--- config.mk ---
export PLATFORM = sky130hd
export DESIGN_NAME = hazard_ctrl
export DESIGN_NICKNAME = d
export VERILOG_FILES = /design/src/rtl/hazard_ctrl.sv
export SDC_FILE = /design/constraint.sdc
export NUM_CORES = 1
export LEC_CHECK = 0
export BUFFER_PORTS_ARGS = -buffer_cell sky130_fd_sc_hd__buf_2
export CAP_MARGIN = 20
export CELL_PAD_IN_SITES_DETAIL_PLACEMENT = 0
export CELL_PAD_IN_SITES_GLOBAL_PLACEMENT = 2
export CORE_MARGIN = 5
export CORE_UTILIZATION = 26
export CTS_CLUSTER_DIAMETER = 200
export DETAILED_ROUTE_END_ITERATION = 7
export PLACE_DENSITY = 0.85
export SKIP_LAST_GASP = 1
export SYNTH_ARGS = -nofsm -noshare
export SYNTH_HDL_FRONTEND = slang
export SYNTH_SLANG_ARGS = --single-unit
export TNS_END_PERCENT = 10
--- constraint.sdc ---
create_clock -name clk -period 3.4 [get_ports clk]
set_input_delay 0.68 -clock clk [delete_from_list [all_inputs] [get_ports clk]]
set_output_delay 0.68 -clock clk [all_outputs]
set_load 0.005 [all_outputs]
--- src/rtl/hazard_ctrl.sv ---
`default_nettype none
// ============================================================================
// Module   : hazard_ctrl
// Brief    : 5-stage MIPS hazard unit. Generates stalls, flushes and forwards,
//            tracks mult/div occupancy and counts stall cycles.
// Revision : 1.0
// ============================================================================
module hazard_ctrl #(
  parameter int MD_LATENCY = 4,
  parameter int CNT_W      = 16
) (
  input  logic             clk,
  input  logic             reset,
  input  logic [4:0]       rsD,
  input  logic [4:0]       rtD,
  input  logic [4:0]       rsE,
  input  logic [4:0]       rtE,
  input  logic [4:0]       writeRegE,
  input  logic [4:0]       writeRegM,
  input  logic [4:0]       writeRegW,
  input  logic             regWriteE,
  input  logic             regWriteM,
  input  logic             regWriteW,
  input  logic             memToRegE,
  input  logic             memToRegM,
  input  logic             branchD,
  input  logic             multD,
  input  logic             mfhiloD,
  input  logic             multStartE,
  output logic             stallF,
  output logic             stallD,
  output logic             flushE,
  output logic             forwardAD,
  output logic             forwardBD,
  output logic [1:0]       forwardAE,
  output logic [1:0]       forwardBE,
  output logic             mdBusy,
  output logic [CNT_W-1:0] stallCount
);

  typedef enum logic [0:0] {
    IDLE = 1'b0,
    BUSY = 1'b1
  } md_state_e;

  localparam logic [3:0]       MD_RELOAD = 4'(MD_LATENCY - 1);
  localparam logic [CNT_W-1:0] CNT_MAX   = '1;

  md_state_e        state_q, state_d;
  logic [3:0]       mdCnt_q, mdCnt_d;
  logic [CNT_W-1:0] stallCount_q, stallCount_d;

  logic       lwstall, branchstall, mdstall, stall_raw;
  logic [1:0] fwdAE_raw, fwdBE_raw;
  logic       fwdAD_raw, fwdBD_raw;

  // Register $0 never produces a match, so every comparison is qualified by a non-zero index.
  always_comb begin
    fwdAE_raw = 2'b00;
    if ((rsE != 5'd0) && (rsE == writeRegM) && regWriteM)      fwdAE_raw = 2'b10;
    else if ((rsE != 5'd0) && (rsE == writeRegW) && regWriteW) fwdAE_raw = 2'b01;

    fwdBE_raw = 2'b00;
    if ((rtE != 5'd0) && (rtE == writeRegM) && regWriteM)      fwdBE_raw = 2'b10;
    else if ((rtE != 5'd0) && (rtE == writeRegW) && regWriteW) fwdBE_raw = 2'b01;

    fwdAD_raw = (rsD != 5'd0) && (rsD == writeRegM) && regWriteM;
    fwdBD_raw = (rtD != 5'd0) && (rtD == writeRegM) && regWriteM;

    lwstall = memToRegE && (rtE != 5'd0) && ((rtE == rsD) || (rtE == rtD));

    branchstall = branchD &&
      ((regWriteE && (writeRegE != 5'd0) && ((writeRegE == rsD) || (writeRegE == rtD))) ||
       (memToRegM && (writeRegM != 5'd0) && ((writeRegM == rsD) || (writeRegM == rtD))));

    mdstall   = (mfhiloD || multD) && ((state_q == BUSY) || multStartE);
    stall_raw = lwstall || branchstall || mdstall;
  end

  always_comb begin
    stallF    = stall_raw && !reset;
    stallD    = stall_raw && !reset;
    flushE    = stall_raw && !reset;
    forwardAD = fwdAD_raw && !reset;
    forwardBD = fwdBD_raw && !reset;
    forwardAE = reset ? 2'b00 : fwdAE_raw;
    forwardBE = reset ? 2'b00 : fwdBE_raw;
  end

  // Mult/div occupancy: a start while BUSY always reloads, covering back-to-back issue.
  always_comb begin
    state_d = state_q;
    mdCnt_d = mdCnt_q;
    case (state_q)
      IDLE: begin
        if (multStartE) begin
          state_d = BUSY;
          mdCnt_d = MD_RELOAD;
        end
      end
      BUSY: begin
        if (multStartE) begin
          mdCnt_d = MD_RELOAD;
        end else if (mdCnt_q != 4'd0) begin
          mdCnt_d = mdCnt_q - 4'd1;
        end else begin
          state_d = IDLE;
        end
      end
      default: begin
        state_d = IDLE;
        mdCnt_d = 4'd0;
      end
    endcase
  end

  always_comb begin
    stallCount_d = stallCount_q;
    if (stall_raw && (stallCount_q != CNT_MAX)) stallCount_d = stallCount_q + 1'b1;
  end

  always_ff @(posedge clk) begin
    if (reset) begin
      state_q      <= IDLE;
      mdCnt_q      <= 4'd0;
      stallCount_q <= '0;
    end else begin
      state_q      <= state_d;
      mdCnt_q      <= mdCnt_d;
      stallCount_q <= stallCount_d;
    end
  end

  assign mdBusy     = (state_q == BUSY);
  assign stallCount = stallCount_q;

endmodule
`default_nettype wire

Yosys cells after proc, flatten, opt, wreduce, memory -nomap -nowiden
Cells that the tools add are included.
{"block": "op_classes", "add_sub_neg": 2, "n_eq_ne": 15, "mux": 14, "bitwise_logic": 1, "n_reduce_logical": 41}
{"operator": "$eq A5 B5 Y1", "count": 12}
{"operator": "$reduce_bool A5 Y1", "count": 6}
{"operator": "$logic_and A1 B1 Y1", "count": 24}
{"operator": "$add A16 B1 Y16 const B", "count": 1}
{"operator": "$ne A16 B16 Y1 const B", "count": 1}
{"operator": "$mux W4", "count": 3}
{"operator": "$logic_or A1 B1 Y1", "count": 8}
{"operator": "$mux W2", "count": 4}
{"operator": "$pmux W4 S2", "count": 1}
{"operator": "$mux W1", "count": 5}
{"operator": "$reduce_bool A4 Y1", "count": 1}
{"operator": "$sub A4 B1 Y4 const B", "count": 1}
{"operator": "$ne A3 B2 Y1 const B", "count": 1}
{"operator": "$ne A2 B2 Y1 const B", "count": 1}
{"operator": "$pmux W1 S2", "count": 1}
{"operator": "$reduce_and A2 Y1", "count": 1}
{"operator": "$logic_not A1 Y1", "count": 1}
{"operator": "$not A1 Y1", "count": 1}
{"block": "totals", "ff_bits": 21, "in_bits": 46, "output_inout_bits": 26}

Logic depth before layout (Yosys ltp)
Gate-level depths: netlist of run 1.
{"block": "depth", "depth_word": 8, "mapped_depth": 11, "ltp_nobuf": 8}

Worst setup path before layout of run 1
No wires, ideal clock.
{"block": "synth_path", "path_type": "input to output", "from": "in writeRegM[1]", "to": "out stallD", "arrival_ps": 2203, "required_ps": 2720, "path_slack_ps": 517, "path_stages": 7, "path_cell_list": "clkbuf_1 or4_1 o211ai_1 a21oi_2 nor3_1 nor2_1 buf_4"}
{"block": "synth_via", "elab_chain_len": 8, "elab_cells_between_ends": 11}
{"element": "from (decl)", "line": "19", "source": "input logic [4:0] writeRegM,"}
{"element": "$eq A5 B5 Y1 / $reduce_bool A5 Y1 (equally long branches)", "line": "74", "source": "(memToRegM && (writeRegM != 5'd0) && ((writeRegM == rsD) || (writeRegM == rtD))));"}
{"element": "$logic_or A1 B1 Y1 / $logic_and A1 B1 Y1 (equally long branches)", "line": "74"}
{"element": "$logic_and A1 B1 Y1 (*)", "line": "74"}
{"element": "$logic_or A1 B1 Y1 (*)", "line": "73", "source": "((regWriteE && (writeRegE != 5'd0) && ((writeRegE == rsD) || (writeRegE == rtD))) ||"}
{"element": "$logic_and A1 B1 Y1 (*)", "line": "72", "source": "branchstall = branchD &&"}
{"element": "$logic_or A1 B1 Y1 (*) (2 in series)", "line": "77", "source": "stall_raw = lwstall || branchstall || mdstall;"}
{"element": "$logic_and A1 B1 Y1 (*)"}
{"element": "to (decl)", "line": "31", "source": "output logic stallD,"}
Every way passes the cells marked *; elsewhere a longest branch is shown, timed or not.

Final worst setup path of run 1
{"block": "layout_path", "from": "in writeRegE[0]", "to": "out flushE"}
{"block": "layout_via", "elab_chain_len": 8, "elab_cells_between_ends": 11}
{"element": "from (decl)", "line": "18", "source": "input logic [4:0] writeRegE,"}
{"element": "$eq A5 B5 Y1 / $reduce_bool A5 Y1 (equally long branches)", "line": "73"}
{"element": "$logic_or A1 B1 Y1 / $logic_and A1 B1 Y1 (equally long branches)", "line": "73"}
{"element": "$logic_and A1 B1 Y1 (*)", "line": "73"}
{"element": "$logic_or A1 B1 Y1 (*)", "line": "73"}
{"element": "$logic_and A1 B1 Y1 (*)", "line": "72"}
{"element": "$logic_or A1 B1 Y1 (*) (2 in series)", "line": "77"}
{"element": "$logic_and A1 B1 Y1 (*)", "line": "83", "source": "flushE = stall_raw && !reset;"}
{"element": "to (decl)", "line": "32", "source": "output logic flushE,"}
Marked as above.

==> results of run 1 <==
-- power by group through the flow --
stage,clock [uW],sequential [uW],combinational (uW)
6_report,163,262,189
5_1_grt,182,264,212
4_1_cts,170,263,192
3_5_place_dp,0,268,191
3_3_place_gp,0,268,189
2_1_floorplan,0,267,129
-- flip-flops by register name, indices dropped and copies added, names as in the netlist --
signal,flops
mdCnt_q,4
stallCount,16
mdBusy,1
-- through the flow --
step	total power (uW)	cell area, um2	cells	setup slack, ps	hold slack, ps
2_1_floorplan	396.4	1812	231	517.3	476.5
3_3_place_gp	456.9	2207	384	553.0	490.8
3_5_place_dp	459.8	2207	384	538.6	490.9
4_1_cts	624.4	2252	388	534.9	502.6
5_1_grt	657.1	2252	388	471.5	517.8
6_report	613.8	2252	388	545.0	496.6
-- worst max path at each step --
stage	start	end	depth (start not counted)
2_1_floorplan	writeRegM[1]	stallD	7
3_3_place_gp	writeRegE[0]	stallD	7
3_5_place_dp	writeRegE[0]	flushE	7
4_1_cts	writeRegE[0]	flushE	7
5_1_grt	writeRegE[0]	stallD	7
6_report	writeRegE[0]	flushE	7
-- routing by layer --
layer	vias up	GRT usage [%]
met5	-	0
met4	0	1.954
met3	4	3.459
met2	54	20.85
met1	819	15.15
li1	925	-
-- critical path: stages --
cell and delay (ps):
buf_2 120, or3_1 370, o311a_1 290, a32o_1 260, nor3_1 220, nor2_1 100, buf_2 140
-- cell usage after synthesis, drive strengths merged (2+ instances only) --
cell type  instances  area, um2
mux2               2      22.52
clkbuf            10      37.54
or4                6      45.04
nand3             16      85.08
nor3              11      55.05
dfxtp             21      420.4
or2                2      12.51
a21oi             16      87.59
and3               2      12.51
o21ai              8      40.04
o22ai              2      12.51
or3               10      67.56
ha                 2      25.02
buf                8      72.56
xnor2             44      385.4
o31ai              3      36.28
nand4              6      37.54
nor2b              4      25.02
nand2             15      56.30
nor2              15      56.30
inv                4      15.01
nor4               3      18.77
xor2              11      96.34
-- cell families after synthesis --
group / share of synthesized area (%)
flip-flops: 23.20
adder cells (fa/ha/maj): 1.381
AND/OR/NAND/NOR: 27.42
buffers and inverters: 6.906
multiplexers: 1.796
XOR/XNOR: 26.59
AO/OA/AOI/OAI: 12.71
-- cell type report --
| cell class | instances | area [um2] |
|---|---|---|
| clock buffer | 4 | 45.04 |
| fill | 737 | 4542 |
| inverter | 4 | 15.01 |
| multi-input combinational | 188 | 1266 |
| sequential | 21 | 420.4 |
| tap | 96 | 120.1 |
| timing repair buffer | 75 | 385.4 |
==> key figures, run 1 <==
Worst hold path
  • Hold Path Class: reg2reg
  • Hold-critical path depth: 2
  • Worst Hold Endpoint: stallCount[10]
  • Min-delay src: stallCount[10]

Power
  • Cell-internal power: roughly 430 uW
  • Sw Share: a little over 30%
  • PD cells: 272.5 mW/mm2
  • Leak Pwr: slightly below 0.0009 uW
  • Peak VDD IR: 0.1274 mV
  • Combinational share of power: 30.7%
  • Sequential power share: ~43%
  • Clock power frac: 26.5%
  • Switching pwr: approximately 190 uW

Yosys
  • Post-Syn Area: 0.001812 mm2
  • Yosys warns: 0
  • Synthesized flop and latch total: 21
  • Mapped Cells: 231
  • Synthesized area per cell: 7.843 um2
  • Sequential cell area fraction in the yosys report: a little under a quarter
  • Syn nets: about 280
  • Top_reg_cell synth: dfxtp_1
  • Asr flop ratio synth: 0%
  • Post-synth EDFFs: 0
  • Count of cell types in the netlist: 41

Drt
  • Remaining DRCs: 0
  • Met2 routed WL: 2485 um
  • Vias: 1802
  • DRT iter0 DRCs: 48
  • Final ANT Viol Nets: 0
  • Via density: 4.644
  • Wire length on met3: 356 um
  • Met1 WL: 2218 um
  • Drt wl/cell: 13.16 um
  • Highest routed layer: met4
  • First-pass iteration count of the detailed router: 4
  • Detailed Route WL: 5107 um

STA
  • Fmax: 0.3503 GHz
  • Worst slew margin: between 70% and 80%
  • RSZ-0062 raised after global routing: no
  • Setup_tns: 0 ps
  • Final hold vios: 0
  • Final Critical Period: ~2900 ps
  • Slew Limit Fails: 0
  • Final period utilization: 83.97%
  • Final setup fails: 0
  • Least-Margin Pin Slew: 434.4 ps
  • Setup Skew: 5.960 ps

Setup path
  • Worst EP required: between 2000 and 3000 ps
  • WS Path Type: in2out
  • Endpoint class of the critical path: output pin
  • R2R Setup Slk: around 940 ps
  • Worst EP arrival: roughly 2200 ps
  • Worst R2R End: stallCount[5]
  • R2R depth: 8
  • Max Fanout on Critical Path: 3
  • Worst setup SP type: input port
  • R2R Path Start: stallCount[0]

Floorplanning
  • Die area: 0.008738 mm2
  • Starting Density: 26.67%
  • Ports: 72
  • Num rows: 30
  • Width of the die: ~93 um
  • Height of the die: 93.48 um
  • Core area: 0.006794 mm2

Cells and area
  • Post-Route Utilization: approximately 33%
  • Commonest cells after routing, fill and taps aside: 71 x buf_2, 44 x xnor2_1, 21 x dfxtp_1
  • Share of cells above drive strength 1: 28.42%
  • Commonest non-fill, non-tap cell in the layout: buf_2
  • Area Growth Syn to Fin: 24.31%
  • Ant diodes: 0
  • Nets@finish: 341

CTS
  • Clk_lat worst skew: 260 ps
  • Post_cts resized: 0
  • CTS Buffer Depth: 2
  • Hold Buf Count CTS: 0
  • # Post-CTS Setup Buffers: 0
  • Cts bufs inserted: 3
  • CTS Root Cell: clkbuf_8
  • CTS tree: built
  • Reg clk slew, reported paths: 80 ps
  • H-tree depth: 1
  • Sink Count: 21

GRT
  • Largest net degree at the start of global routing: 21
  • Vias in the first global route: 1746
  • Tot GR Track Use: 12.10%
  • Initial antenna violation count: 0
  • First-pass GRT wire length: 8590 um
  • Total grt overflow: 0

Placed design
  • # port buffers: 71
  • Final GP Congestion: ~0.81
  • Hpwl dp: 4251 um

Outcome
  • Status: finished, final reports clean

Run
  • Max-Cap Viols: 0
Power figures use the tool's default switching activity.
==> run 2: changes to the inputs <==
--- a/config.mk
+++ b/config.mk
@@ -10,10 +10,10 @@
 export CELL_PAD_IN_SITES_DETAIL_PLACEMENT = 0
 export CELL_PAD_IN_SITES_GLOBAL_PLACEMENT = 2
 export CORE_MARGIN = 5
-export CORE_UTILIZATION = 26
+export CORE_UTILIZATION = 24
 export CTS_CLUSTER_DIAMETER = 200
 export DETAILED_ROUTE_END_ITERATION = 7
-export PLACE_DENSITY = 0.85
+export PLACE_DENSITY = 0.83
 export SKIP_LAST_GASP = 1
 export SYNTH_ARGS = -nofsm -noshare
 export SYNTH_HDL_FRONTEND = slang
==> constraint.sdc (replaced) <==
create_clock -name clk -period 2.59 [get_ports clk]
set_input_delay 0.518 -clock clk [delete_from_list [all_inputs] [get_ports clk]]
set_output_delay 0.518 -clock clk [all_outputs]
set_load 0.005 [all_outputs]
==> run 2 against run 1 <==
Against the previous run:
- clock skew fell by 0.55 ps
- hold slack got worse by 21 ps
- setup slack got worse by 380 ps
- sequential power rose by 32%
- clock power rose by 29%
- critical endpoint unchanged
==> key figures, run 2 (synthesis results as in run 1) <==
Run
  • Max-Cap Viols: 0 (unchanged)

GRT
  • Largest net degree at the start of global routing: 26 (+24%)
  • Vias in the first global route: 1904 (+9.0%)
  • Tot GR Track Use: 11.18% (-0.92 points)
  • Total grt overflow: 0 (unchanged)
  • Initial antenna violation count: 0 (unchanged)
  • First-pass GRT wire length: 8914 um (+3.8%)

CTS
  • Sink Count: 21 (unchanged)
  • CTS Buffer Depth: 2 (unchanged)
  • H-tree depth: 1 (unchanged)
  • Post_cts resized: 0 (unchanged)
  • CTS tree: built
  • Hold Buf Count CTS: 0 (unchanged)
  • CTS Root Cell: clkbuf_8
  • Cts bufs inserted: 3 (unchanged)
  • Clk_lat worst skew: 250 ps (about the same)
  • # Post-CTS Setup Buffers: 0 (unchanged)
  • Reg clk slew, reported paths: 70 ps (about the same)

Setup path
  • Endpoint class of the critical path: output pin
  • Slowest-stage cell, CP: or3_1
  • R2R Path Start: stallCount[0]
  • Critical path launch point: writeRegE[0]
  • Worst path cell trace: buf_2 -> or3_1 -> o311a_1 -> a32o_1 -> nor3_2 -> nor2_1 -> buf_2
  • Worst setup SP type: input port
  • Worst EP required: 2070 ps (-650 ps)
  • CP top delay family: simple AND/OR/NAND/NOR gates
  • CP peak stage delay: 380 ps (about the same)
  • Crit path top cell by count: buf_2
  • Critical path buffers and inverters: 2 (unchanged)
  • Worst EP arrival: 1910 ps (-270 ps)
  • WS Path Type: in2out
  • Max Fanout on Critical Path: 3 (unchanged)

Drt
  • DRT iter0 DRCs: 53 (+10%)
  • Vias: 1831 (+1.6%)
  • Via density: 4.635 (-0.19%)
  • Detailed Route WL: 5139 um (+0.63%)
  • Remaining DRCs: 0 (unchanged)
  • Final ANT Viol Nets: 0 (unchanged)
  • First-pass iteration count of the detailed router: 4 (unchanged)
  • Drt wl/cell: 13.01 um (-1.2%)

Outcome
  • Status: finished, final reports clean

Cells and area
  • Number of flip-flops in the largest register: 16 (unchanged)
  • Area Growth Syn to Fin: 26.45%
  • Non-Filler Instances: 395 (+1.8%)
  • Nets@finish: 345 (+1.2%)
  • Commonest cells after routing, fill and taps aside: 71 x buf_2, 44 x xnor2_1, 21 x dfxtp_1
  • Commonest non-fill, non-tap cell in the layout: buf_2
  • Ant diodes: 0 (unchanged)
  • Share of cells above drive strength 1: 29.73% (+1.3 points)

Placed design
  • Final GP Congestion: 0.7661 (-5.8%)
  • Hpwl dp: 4311 um (+1.4%)
  • Dpl cells: 391 (+1.8%)
  • # port buffers: 71 (unchanged)

STA
  • Least-Margin Pin Slew: 338.8 ps (-95.64 ps)
  • Setup_tns: 0 ps (unchanged)
  • Final setup fails: 0 (unchanged)
  • Final hold vios: 0 (unchanged)
  • RSZ-0062 raised after global routing: no
  • Setup Skew: 5.408 ps (-0.5516 ps)
  • Slew Limit Fails: 0 (unchanged)
  • Final period utilization: 93.71%
  • Fmax: 0.4120 GHz
  • Final Critical Period: 2427 ps
  • Worst slew margin: 77.10% (+6.1 points)

Floorplanning
  • Die area: 0.009387 mm2 (+7.4%)
  • Width of the die: 96.89 um (+3.6%)
  • Num rows: 31 (+3.3%)
  • Core area: 0.007292 mm2 (+7.3%)
  • Ports: 72 (unchanged)
  • Starting Density: 24.85% (-1.8 points)
  • Height of the die: 96.89 um (+3.6%)

Worst hold path
  • Min-delay src: multStartE
  • Hold Path Class: in2reg

Power
  • Peak VDD IR: 0.1528 mV (+20%)
  • PD cells: 351.7 mW/mm2 (+29%)
  • Leak Pwr: 0.0008921 uW (+2.4%)
-- run 2: cell count changes in the layout (fill, tap and decap cells not counted) --
cell / before / now
nor3_1: 11 / 10
buf_4: 4 / 8
nor3_2: 0 / 1
-- run 2: metal layers --
layer | part of all wire [%] | GRT usage (%)
met1 | 46 | 14.04
met2 | 48 | 19.64
met3 | 4.7 | 2.518
met4 | 0.82 | 2.052
met5 | 0 | 0
-- run 2: power breakdown --
part | switching (uW) | leakage, uW | internal (uW)
Sequential | 11.6 | 0.000171 | 333
Clock | 101 | 0.0000228 | 109
Combinational | 129 | 0.000699 | 121
-- run 2: final cells by class --
class,instances,area (um2)
fillers,827,5001
multi-input cells,188,1271
flip-flops and latches,21,420.4
repair buffers,79,415.4
well taps,99,123.9
clock buffers,4,45.04
inverters,4,15.01
-- run 2: worst register-to-register path, cell delays in order, from the launching register on --
cell and delay [ps]:
dfxtp_1 410, ha_1 230, nand3_2 100, or2_1 270, or2_1 260, or3_4 420, o31ai_4 80, buf_4 230
mux2i_1 190, nor2_1 50
-- run 2: through the flow --
stage	power [uW]	hold slack, ps	utilization (%)	worst slack (ps)	area [um2]
after floorplan	520.4	476.5	-	31.31	1812
after global placement	603.1	476.6	30.73	101.0	2241
after detailed placement	605.3	489.8	30.73	55.57	2241
after CTS	822.1	474.6	31.35	53.81	2286
after global routing	869.8	490.0	31.42	47.73	2291
final	805.7	476.1	31.42	162.8	2291
-- run 2: final timing paths --
check | to | slack (ps) | depth (start not counted)
setup / recovery | flushE | 160 | 7
hold / removal | mdCnt_q[3] | 480 | 2
hold reg to reg | stallCount[10] | 500 | 2
setup reg to reg | stallCount[1] | 240 | 9
==> run 3: changes to the inputs <==
--- a/config.mk
+++ b/config.mk
@@ -10,10 +10,10 @@
 export CELL_PAD_IN_SITES_DETAIL_PLACEMENT = 0
 export CELL_PAD_IN_SITES_GLOBAL_PLACEMENT = 2
 export CORE_MARGIN = 5
-export CORE_UTILIZATION = 24
+export CORE_UTILIZATION = 25
 export CTS_CLUSTER_DIAMETER = 200
 export DETAILED_ROUTE_END_ITERATION = 7
-export PLACE_DENSITY = 0.83
+export PLACE_DENSITY = 0.82
 export SKIP_LAST_GASP = 1
 export SYNTH_ARGS = -nofsm -noshare
 export SYNTH_HDL_FRONTEND = slang
==> constraint.sdc (replaced) <==
create_clock -name clk -period 2.6 [get_ports clk]
set_input_delay 0.52 -clock clk [delete_from_list [all_inputs] [get_ports clk]]
set_output_delay 0.52 -clock clk [all_outputs]
set_load 0.005 [all_outputs]
==> run 3 against run 2 <==
Against the previous run:
- final cell count is 0.25% lower
- flip-flop and latch count did not move
- utilization up 0.60 points
- clock power grew 5%
- first-iteration DRC count down 28%
- combinational power is essentially flat
- die area shrank 3.6%
- clock skew grew 3.0 ps
- critical endpoint is now stallD
==> key figures, run 3 (synthesis results as in run 1) <==
Outcome
  • Status: finished, final reports clean

Setup path
  • Worst R2R End: stallCount[9]
  • Max Fanout on Critical Path: 3 (unchanged)
  • R2R Path Start: stallCount[0]
  • R2R Setup Slk: 220 ps (-20 ps)
  • Worst EP required: 2080 ps (about the same)
  • Endpoint class of the critical path: output pin
  • Worst EP arrival: 1940 ps (+30 ps)
  • Worst setup SP type: input port
  • WS Path Type: in2out
  • R2R depth: 9 (unchanged)

CTS
  • Cts bufs inserted: 3 (unchanged)
  • # Post-CTS Setup Buffers: 0 (unchanged)
  • Post_cts resized: 0 (unchanged)
  • CTS Root Cell: clkbuf_8
  • CTS Buffer Depth: 2 (unchanged)
  • CTS tree: built
  • Hold Buf Count CTS: 0 (unchanged)
  • Reg clk slew, reported paths: 90 ps (+20 ps)
  • Sink Count: 21 (unchanged)
  • Clk_lat worst skew: 260 ps (about the same)
  • H-tree depth: 1 (unchanged)

Floorplanning
  • Width of the die: 95.13 um (-1.8%)
  • Starting Density: 25.39% (+0.54 points)
  • Ports: 72 (unchanged)
  • Core area: 0.007137 mm2 (-2.1%)
  • Height of the die: 95.13 um (-1.8%)
  • Die area: 0.009050 mm2 (-3.6%)
  • Num rows: 31 (unchanged)

Cells and area
  • Nets@finish: 344 (-0.29%)
  • Share of cells above drive strength 1: 29.83% (+0.10 points)
  • Commonest cells after routing, fill and taps aside: 71 x buf_2, 44 x xnor2_1, 21 x dfxtp_1
  • Number of flip-flops in the largest register: 16 (unchanged)
  • Commonest non-fill, non-tap cell in the layout: buf_2
  • Post-Route Utilization: 32.01% (+0.60 points)
  • Fillers: 827 (unchanged)
  • Ant diodes: 0 (unchanged)
  • Area Growth Syn to Fin: 26.10%
  • Design Area, Final: 0.002285 mm2 (-0.27%)

Placed design
  • Post-Place Setup Slack: 50.95 ps (-4.621 ps)
  • Cell Area, Placed: 0.002233 mm2 (-0.34%)
  • # port buffers: 71 (unchanged)
  • Hpwl dp: 4291 um (-0.47%)
  • Final GP Congestion: 0.7843 (+2.4%)

Worst hold path
  • Min-delay src: multStartE
  • Hold-critical path depth: 2 (unchanged)
  • Hold Path Class: in2reg
  • Worst Hold Endpoint: mdCnt_q[3]

Drt
  • Final ANT Viol Nets: 0 (unchanged)
  • Remaining DRCs: 0 (unchanged)
  • Met1 WL: 2296 um (-2.8%)
  • First-pass iteration count of the detailed router: 4 (unchanged)
  • Highest routed layer: met4
  • Detailed Route WL: 5150 um (+0.21%)
  • DRT iter0 DRCs: 38 (-28%)
  • Via density: 4.589 (-1.0%)
  • Met2 routed WL: 2402 um (-3.5%)
  • Drt wl/cell: 13.07 um (+0.47%)
  • Vias: 1808 (-1.3%)
  • Wire length on met3: 418 um (+72%)

STA
  • Final period utilization: a little over nine tenths
  • Final Critical Period: 2457 ps
  • Final hold vios: 0 (unchanged)
  • Slew Limit Fails: 0 (unchanged)
  • Worst setup margin: 142.6 ps (-20.17 ps)
  • Fmax: 0.4069 GHz
  • Setup_tns: 0 ps (unchanged)
  • Least-Margin Pin Slew: 342.9 ps (+4.156 ps)
  • Worst slew margin: 76.78% (-0.32 points)
  • RSZ-0062 raised after global routing: no
  • Final setup fails: 0 (unchanged)
  • Setup Skew: 8.399 ps (+2.991 ps)

GRT
  • Largest net degree at the start of global routing: 26 (unchanged)
  • Tot GR Track Use: 11.67% (+0.49 points)
  • Total grt overflow: 0 (unchanged)
  • Initial antenna violation count: 0 (unchanged)
  • Vias in the first global route: 1762 (-7.5%)
  • First-pass GRT wire length: 8466 um (-5.0%)

Power
  • PD cells: 355.5 mW/mm2 (+1.1%)
  • Peak VDD IR: 0.1174 mV (-23%)
  • Leak Pwr: 0.0008888 uW (-0.37%)

Run
  • Max-Cap Viols: 0 (unchanged)
## run 3: changes by cell type in the layout (fill, tap and decap cells not counted)
cell	previous run	this run
clkinv_2	0	1
clkbuf_1	1	0
buf_4	8	7
## run 3: area by class of cell
type                    count  area [um2]  share of cell area, %
repair buffers             78       407.9                  17.85
well taps                  99       123.9                  5.422
inverters                   4       15.01                 0.6572
flip-flops and latches     21       420.4                  18.40
multi-input cells         188        1271                  55.64
clock buffers               3       41.29                  1.807
clock inverters             1       5.005                 0.2191
## run 3: where the power goes
group	switching (uW)	total (uW)	internal, uW
clock	113	220	107
combinational	128	249	122
sequential	11.0	343	332
total	252	812	560
## run 3: worst max-delay path by stage
stage	from	slack (ps)	endpoint
floorplan	writeRegM[1]	40	stallD
global placement	writeRegE[0]	70	flushE
detailed placement	writeRegE[0]	50	stallD
CTS	writeRegE[0]	50	stallD
global route	writeRegE[0]	20	stallD
finish	writeRegE[0]	140	stallD
## run 3: through the flow
step	std cells	power (uW)	hold WS [ps]
global placement	390	602.3	472.1
finish	394	812.1	459.4
CTS	394	826.2	449.4
global route	394	870.0	463.2
detailed placement	390	603.2	489.0
floorplan	231	518.4	476.5
## run 3: worst max-delay path, cell delays in order
cell,delay [ps]
buf_2,120
or3_1,360
o311a_1,290
a32o_1,270
nor3_2,150
nor2_1,80
buf_2,140
## run 3: per-layer routing
layer	track usage, %	up-vias
met2	19.24	52
met1	14.92	818
met5	0	-
li1	-	934
met4	2.163	0
met3	3.788	4
